### config.mk
export PLATFORM = sky130hd
export DESIGN_NAME = ex_stage
export DESIGN_NICKNAME = d
export VERILOG_FILES = /design/src/rtl/ex_stage.sv
export SDC_FILE = /design/constraint.sdc
export NUM_CORES = 1
export LEC_CHECK = 0
export ABC_AREA = 1
export CAP_MARGIN = 20
export CORE_MARGIN = 5
export CORE_UTILIZATION = 25
export CTS_CLUSTER_DIAMETER = 200
export CTS_CLUSTER_SIZE = 20
export DETAILED_ROUTE_END_ITERATION = 12
export PLACE_DENSITY = 0.39
export SYNTH_ARGS = -nofsm -noshare
export SYNTH_HDL_FRONTEND = slang
export SYNTH_SLANG_ARGS = --single-unit
### constraint.sdc
create_clock -name clk_i -period 3.9 [get_ports clk_i]
set_input_delay 0.78 -clock clk_i [delete_from_list [all_inputs] [get_ports clk_i]]
set_output_delay 0.78 -clock clk_i [all_outputs]
set_load 0.05 [all_outputs]
### src/rtl/ex_stage.sv
// ex_stage: execute stage -- ALU, load/store address, branch/jump resolution, registered output bank.
// Define EX_MUL_EN to compile in the iterative shift-add multiplier (op 10) and its busy states.
package ex_stage_pkg;
    typedef logic [1:0] access_size_t;
endpackage

module ex_stage
    import ex_stage_pkg::*;
#(
    parameter int unsigned DATA_WIDTH     = 32,
    parameter int unsigned ADDR_WIDTH     = 32,
    parameter int unsigned REGISTER_WIDTH = 5
) (
    input  logic                      clk_i,
    input  logic                      rst_i,
    input  logic                      valid_i,
    input  logic                      stall_i,
    input  logic [ADDR_WIDTH-1:0]     pc_i,
    input  logic [DATA_WIDTH-1:0]     rs1_data_i,
    input  logic [DATA_WIDTH-1:0]     rs2_data_i,
    input  logic [DATA_WIDTH-1:0]     imm_i,
    input  logic                      use_imm_i,
    input  logic [3:0]                alu_op_i,
    input  logic                      is_branch_i,
    input  logic                      is_jump_i,
    input  logic                      is_load_i,
    input  logic                      is_store_i,
    input  logic                      reg_wr_en_i,
    input  logic [REGISTER_WIDTH-1:0] wr_reg_i,
    input  access_size_t              access_size_i,
    output logic                      stall_o,
    output logic                      mem_valid_o,
    output logic                      mem_is_load_o,
    output logic                      mem_is_store_o,
    output logic                      mem_reg_wr_en_o,
    output logic [DATA_WIDTH-1:0]     mem_alu_result_o,
    output logic [DATA_WIDTH-1:0]     mem_rs2_data_o,
    output logic [REGISTER_WIDTH-1:0] mem_wr_reg_o,
    output access_size_t              mem_access_size_o,
    output logic                      branch_taken_o,
    output logic [ADDR_WIDTH-1:0]     branch_target_o
);
    localparam int unsigned SHW   = $clog2(DATA_WIDTH);
    localparam int unsigned CNT_W = SHW + 1;

    typedef enum logic [1:0] {READY, MUL_BUSY, MUL_DONE} state_t;

    state_t                r_state;
    state_t                w_state_nx;
    logic                  w_accept;
    logic                  w_is_mul;
    logic [DATA_WIDTH-1:0] w_opb;
    logic [SHW-1:0]        w_shamt;
    logic                  w_br_eq;
    logic                  w_br_lt;
    logic                  w_br_cond;
    logic [DATA_WIDTH-1:0] w_alu;
    logic [DATA_WIDTH-1:0] w_result;
    logic [ADDR_WIDTH-1:0] w_target;
    logic                  w_taken;

    assign w_opb    = use_imm_i ? imm_i : rs2_data_i;
    assign w_shamt  = w_opb[SHW-1:0];
    assign w_accept = valid_i & ~stall_i & (r_state == READY);
    assign stall_o  = stall_i | (r_state != READY);

`ifdef EX_MUL_EN
    assign w_is_mul = (alu_op_i == 4'd10);
`else
    assign w_is_mul = 1'b0;
`endif

    // Branch compares always use rs2, independent of use_imm_i (imm feeds the target).
    assign w_br_eq = (rs1_data_i == rs2_data_i);
    assign w_br_lt = ($signed(rs1_data_i) < $signed(rs2_data_i));

    always_comb begin
        w_br_cond = 1'b0;
        case (alu_op_i)
            4'd11:   w_br_cond = w_br_eq;
            4'd12:   w_br_cond = ~w_br_eq;
            4'd13:   w_br_cond = w_br_lt;
            4'd14:   w_br_cond = ~w_br_lt;
            default: w_br_cond = 1'b0;
        endcase
    end

    always_comb begin
        w_alu = '0;
        case (alu_op_i)
            4'd0:    w_alu = rs1_data_i + w_opb;
            4'd1:    w_alu = rs1_data_i - w_opb;
            4'd2:    w_alu = rs1_data_i & w_opb;
            4'd3:    w_alu = rs1_data_i | w_opb;
            4'd4:    w_alu = rs1_data_i ^ w_opb;
            4'd5:    w_alu = rs1_data_i << w_shamt;
            4'd6:    w_alu = rs1_data_i >> w_shamt;
            4'd7:    w_alu = $unsigned($signed(rs1_data_i) >>> w_shamt);
            4'd8:    w_alu = {{(DATA_WIDTH-1){1'b0}}, ($signed(rs1_data_i) < $signed(w_opb))};
            4'd9:    w_alu = {{(DATA_WIDTH-1){1'b0}}, (rs1_data_i < w_opb)};
            4'd11,
            4'd12,
            4'd13,
            4'd14:   w_alu = {{(DATA_WIDTH-1){1'b0}}, w_br_cond};
            default: w_alu = '0;
        endcase
    end

    always_comb begin
        w_result = w_alu;
        if (is_jump_i)
            w_result = DATA_WIDTH'(pc_i + ADDR_WIDTH'(4));
        else if (is_load_i | is_store_i)
            w_result = rs1_data_i + imm_i;
    end

    assign w_target = pc_i + ADDR_WIDTH'(imm_i);
    assign w_taken  = is_jump_i | (is_branch_i & w_br_cond);

`ifdef EX_MUL_EN
    logic [DATA_WIDTH-1:0]     r_mcand;
    logic [DATA_WIDTH-1:0]     r_mplier;
    logic [DATA_WIDTH-1:0]     r_acc;
    logic [CNT_W-1:0]          r_cnt;
    logic [DATA_WIDTH-1:0]     r_mul_rs2;
    logic [REGISTER_WIDTH-1:0] r_mul_wr_reg;
    logic                      r_mul_wr_en;
    access_size_t              r_mul_size;

    always_ff @(posedge clk_i) begin
        if (rst_i) begin
            r_mcand      <= '0;
            r_mplier     <= '0;
            r_acc        <= '0;
            r_cnt        <= '0;
            r_mul_rs2    <= '0;
            r_mul_wr_reg <= '0;
            r_mul_wr_en  <= 1'b0;
            r_mul_size   <= '0;
        end else if (!stall_i) begin
            if (w_accept && w_is_mul) begin
                r_mcand      <= rs1_data_i;
                r_mplier     <= w_opb;
                r_acc        <= '0;
                r_cnt        <= '0;
                r_mul_rs2    <= rs2_data_i;
                r_mul_wr_reg <= wr_reg_i;
                r_mul_wr_en  <= reg_wr_en_i;
                r_mul_size   <= access_size_i;
            end else if (r_state == MUL_BUSY) begin
                if (r_mplier[0])
                    r_acc <= r_acc + r_mcand;
                r_mcand  <= r_mcand << 1;
                r_mplier <= r_mplier >> 1;
                r_cnt    <= r_cnt + CNT_W'(1);
            end
        end
    end
`endif

    always_comb begin
        w_state_nx = r_state;
`ifdef EX_MUL_EN
        if (!stall_i) begin
            case (r_state)
                READY:    if (w_accept && w_is_mul) w_state_nx = MUL_BUSY;
                MUL_BUSY: if (r_cnt == CNT_W'(DATA_WIDTH - 1)) w_state_nx = MUL_DONE;
                MUL_DONE: w_state_nx = READY;
                default:  w_state_nx = READY;
            endcase
        end
`else
        w_state_nx = READY;
`endif
    end

    always_ff @(posedge clk_i) begin
        if (rst_i)
            r_state <= READY;
        else
            r_state <= w_state_nx;
    end

    // Bubbles clear only the qualifying controls; data fields keep their last value.
    always_ff @(posedge clk_i) begin
        if (rst_i) begin
            mem_valid_o       <= 1'b0;
            mem_is_load_o     <= 1'b0;
            mem_is_store_o    <= 1'b0;
            mem_reg_wr_en_o   <= 1'b0;
            mem_alu_result_o  <= '0;
            mem_rs2_data_o    <= '0;
            mem_wr_reg_o      <= '0;
            mem_access_size_o <= '0;
            branch_taken_o    <= 1'b0;
            branch_target_o   <= '0;
        end else if (!stall_i) begin
            mem_valid_o     <= 1'b0;
            mem_is_load_o   <= 1'b0;
            mem_is_store_o  <= 1'b0;
            mem_reg_wr_en_o <= 1'b0;
            branch_taken_o  <= 1'b0;
            if (w_accept && !w_is_mul) begin
                mem_valid_o       <= 1'b1;
                mem_is_load_o     <= is_load_i;
                mem_is_store_o    <= is_store_i;
                mem_reg_wr_en_o   <= reg_wr_en_i & ~is_branch_i;
                mem_alu_result_o  <= w_result;
                mem_rs2_data_o    <= rs2_data_i;
                mem_wr_reg_o      <= wr_reg_i;
                mem_access_size_o <= access_size_i;
                branch_taken_o    <= w_taken;
                branch_target_o   <= w_target;
            end
`ifdef EX_MUL_EN
            else if (r_state == MUL_DONE) begin
                mem_valid_o       <= 1'b1;
                mem_reg_wr_en_o   <= r_mul_wr_en;
                mem_alu_result_o  <= r_acc;
                mem_rs2_data_o    <= r_mul_rs2;
                mem_wr_reg_o      <= r_mul_wr_reg;
                mem_access_size_o <= r_mul_size;
            end
`endif
        end
    end
endmodule

==> results.sh <==
export IMPL_dieArea_sq_um=82950
export IMPL_area_growth_pct=41.91
export IMPL_relSlewSlack_pct=49.30
export IMPL_seqPwrFrac_pct=18.4
export IMPL_synth_cell_types=53
export IMPL_ys_flop_type="dfxtp_1"
export IMPL_drt_wirelength_per_cell_microns=23.83
export IMPL_antenna_found_initial=5
export IMPL_grt_pass1_wl_mm=177.7
export IMPL_grt_met2_usage_pct=44.50
export IMPL_synth_edf_count=0
export IMPL_row_count=102
export IMPL_met1_usage_pct=41.69
export IMPL_outcome="complete, no violations"
export IMPL_async_flop_share_pct=0
export IMPL_vias=26560
export IMPL_start_util_pct=25.07
export IMPL_holdWs_ns=0.4688
export IMPL_hold_viol=0
export IMPL_post_route_drc_count=0
export IMPL_cts_tree="yes"
export IMPL_cts_root_buf="clkbuf_16"
export IMPL_viasPerCell=5.046
export IMPL_io_buffers=257
export IMPL_yosysWarnings=0
export IMPL_start_kind="input pin"
export IMPL_syn_nets=3866
export IMPL_grt_use_met3_pct=4.204
export IMPL_r2r_end="mem_alu_result_o[29]$_SDFFE_PP0P_"
export IMPL_period_needed_ns=3.785
export IMPL_tightestPinTransition_ns=0.7546
export IMPL_die_w_microns=288.0
export IMPL_ant_nets=0
export IMPL_synth_top_area_share_pct=18.36
export IMPL_syn_avg_cell_area_sq_um=5.488
export IMPL_r2r_start="mem_alu_result_o[29]$_SDFFE_PP0P_"
export IMPL_power_share_clock_pct=15.9
export IMPL_cp_data_required_time_ns=4.17
export IMPL_gp_congestion=1.002
export IMPL_ctsLongestPathBuffers=2
export IMPL_rsz0062_at_grt="true"
export IMPL_clkLatencyLatePin_ns=0.40
export IMPL_cp_max_fo=5
export IMPL_critical_path_class="in -> reg"
export IMPL_layout_cells_non_filler=5264
export IMPL_maxSlewViolCount=0
export IMPL_grt_max_degree=75
export IMPL_h_tree_depth=3
export IMPL_yosysTopAreaCell="nand2_1"
export IMPL_skew_ns=0
export IMPL_ys_seq_elements=108
export IMPL_place_inst=5243
export IMPL_core_area_sq_um=77080
export IMPL_drtIter0Drc=2618
export IMPL_cts_buffers=9
export IMPL_fin_nets=4562
export IMPL_fp_dieH_microns=288.0
export IMPL_cap_violations=0
export IMPL_p_int_mw=3.322
export IMPL_first_pass_iters=6
export IMPL_vdd_ir_drop_max_v=0.0001884
export IMPL_fmax_mhz=264.2
export IMPL_worstPathArrival_ns=4.05
export IMPL_synth_area_top_cells="nand2_1 18%, ha_1 12%, nand3_1 12%"
export IMPL_crit_path_end_kind="flip-flop"
export IMPL_wl_mm=125.4
export IMPL_endpoint="mem_alu_result_o[0]$_SDFFE_PP0P_"
export IMPL_worstHoldPathType="reg -> reg"
export IMPL_finalCritPeriodShare_pct=97.05
export IMPL_final_cell_area_sq_um=27420
export IMPL_place_area_sq_um=27010
export IMPL_busiest_layer="met2"
export IMPL_yosys_top_cells_count="945 x nand2_1, 453 x nand3_1, 423 x inv_1"
export IMPL_ioPinCount=258
export IMPL_drive_gt1_share_pct=16.11
export IMPL_reg2reg_slack_ns=3.10
export IMPL_synthCells=3521
export IMPL_power_density_nw_per_um2=242.8
export IMPL_pwr_share_comb_pct=65.7
export IMPL_setup_tns_ns=0
export IMPL_startpoint="imm_i[21]"
export IMPL_synth_area_sq_um=19320
export IMPL_synth_most_common_cell="nand2_1"
export IMPL_ff2ff_path_depth=2
export IMPL_hpwlAfterDp_mm=107.0
export IMPL_place_ws_ns=-0.4510
export IMPL_seq_area_frac_synth_pct=11.19
export IMPL_gr_total_overflow=0
export IMPL_clkSinkCount=108
export IMPL_grt_pass1_vias=25240
export IMPL_layout_setup_ws_ns=0.1151
export IMPL_setup_viol=0
export IMPL_clk_pin_slew_worst_paths_ns=0.09
export IMPL_switching_share_pct=50.11
export IMPL_power_switching_mw=3.336
export IMPL_grtUsageTotal_pct=29.04
export IMPL_p_leak_nw=13.70
[worst min-delay path by stage]
stage | slack, ns | start | to | depth (start not counted)
floorplan | 0.67 | branch_taken_o$_SDFFE_PP0N_ | branch_taken_o$_SDFFE_PP0N_ | 2
global placement | 0.45 | branch_taken_o$_SDFFE_PP0N_ | branch_taken_o$_SDFFE_PP0N_ | 2
detailed placement | 0.45 | branch_taken_o$_SDFFE_PP0N_ | branch_taken_o$_SDFFE_PP0N_ | 2
CTS | 0.47 | branch_taken_o$_SDFFE_PP0N_ | branch_taken_o$_SDFFE_PP0N_ | 2
global route | 0.48 | branch_taken_o$_SDFFE_PP0N_ | branch_taken_o$_SDFFE_PP0N_ | 2
finish | 0.47 | mem_alu_result_o[8]$_SDFFE_PP0P_ | mem_alu_result_o[8]$_SDFFE_PP0P_ | 2
[sequential cells by signal, indices dropped and copies added, names as in the netlist]
register and cells:
branch_taken_o 1, branch_target_o 32, mem_access_size_o 2, mem_alu_result_o 32, mem_is_load_o 1, mem_is_store_o 1, mem_reg_wr_en_o 1, mem_rs2_data_o 32
mem_valid_o 1, mem_wr_reg_o 5
[metrics by stage]
stage | util (%) | total power, mW
5_1_grt | 35.57 | 7.060
2_1_floorplan | - | 3.398
3_5_place_dp | 35.04 | 5.523
3_3_place_gp | 35.04 | 5.555
4_1_cts | 35.43 | 6.611
6_report | 35.57 | 6.658
[cell families (layout without fill, tap and decap cells)]
group | count (synthesis) | count (layout) | share of synthesized area, %
AND/OR/NAND/NOR | 1871 | 1871 | 41.37
AO/OA/AOI/OAI | 738 | 738 | 21.01
buffers and inverters | 564 | 1265 | 11.58
adder cells (fa/ha/maj) | 196 | 196 | 12.85
flip-flops | 108 | 108 | 11.19
XOR/XNOR | 44 | 44 | 1.994
other | 0 | 2 | 0
[timing repair]
action                                  4_1_cts  5_1_grt
resized for setup                             1       34
hold buffers                                  0        0
gates cloned                                  0        0
setup buffers                                 0        3
pin swaps                                     0        6
endpoints found under the setup margin        1       13
[per-layer routing]
metal  part of all wire, %  vias up  wire length, microns
li1                      -    13060                     -
met1                    47    12390                 59180
met2                    43      961                 53380
met3                   6.4      152                  7970
met4                   3.9        4                  4875
met5                 0.020        -                    25
[power groups by stage]
stage | Sequential (mW) | Combinational, mW | Clock [mW]
6_report | 1.22 | 4.38 | 1.06
5_1_grt | 1.23 | 4.71 | 1.12
4_1_cts | 1.23 | 4.29 | 1.09
3_5_place_dp | 1.25 | 4.27 | 0
3_3_place_gp | 1.25 | 4.31 | 0
2_1_floorplan | 1.50 | 1.90 | 0
[worst max-delay path: stages]
cell and delay [ns]:
clkdlybuf4s50_1 0.43, or2_2 0.36, o21ai_0 0.18, ha_1 0.30
inv_1 0.09, a21oi_1 0.27, o21ai_1 0.21, inv_1 0.09
nand2_1 0.08, a21oi_1 0.37, nand3_1 0.16, nand3_1 0.13
nand2_1 0.06, nor2_2 0.22, nand2_1 0.09, nand2_1 0.06
nand2_1 0.07, nand2_1 0.06, a21oi_1 0.05
[layout make-up]
cell class	count	area, sq um
Fill cell	8916	49660
Multi-Input combinational cell	2849	15040
Timing Repair Buffer	818	6987
Sequential cell	108	2162
Inverter	431	1625
Tap cell	1040	1301
Clock buffer	9	225.2
Clock inverter	7	75.07
Antenna cell	2	5.005
[placed cells by master, fill, tap and decap left out, types with 9 or more instances in the layout]
cell / count
a21o_1: 12
a21oi_1: 302
a31oi_1: 12
buf_12: 17
buf_4: 543
clkbuf_16: 9
clkdlybuf4s50_1: 254
dfxtp_1: 108
ha_1: 186
inv_1: 423
nand2_1: 942
nand2_2: 11
nand3_1: 453
nand4_1: 44
nor2_1: 302
nor2_2: 18
nor3_1: 32
o211ai_1: 36
o21ai_0: 272
o21ai_1: 23
o21bai_1: 16
o221ai_1: 10
o22ai_1: 11
or2_2: 34
xnor2_1: 16
xor2_1: 28
No activity file was read; power rests on OpenSTA's default activity.
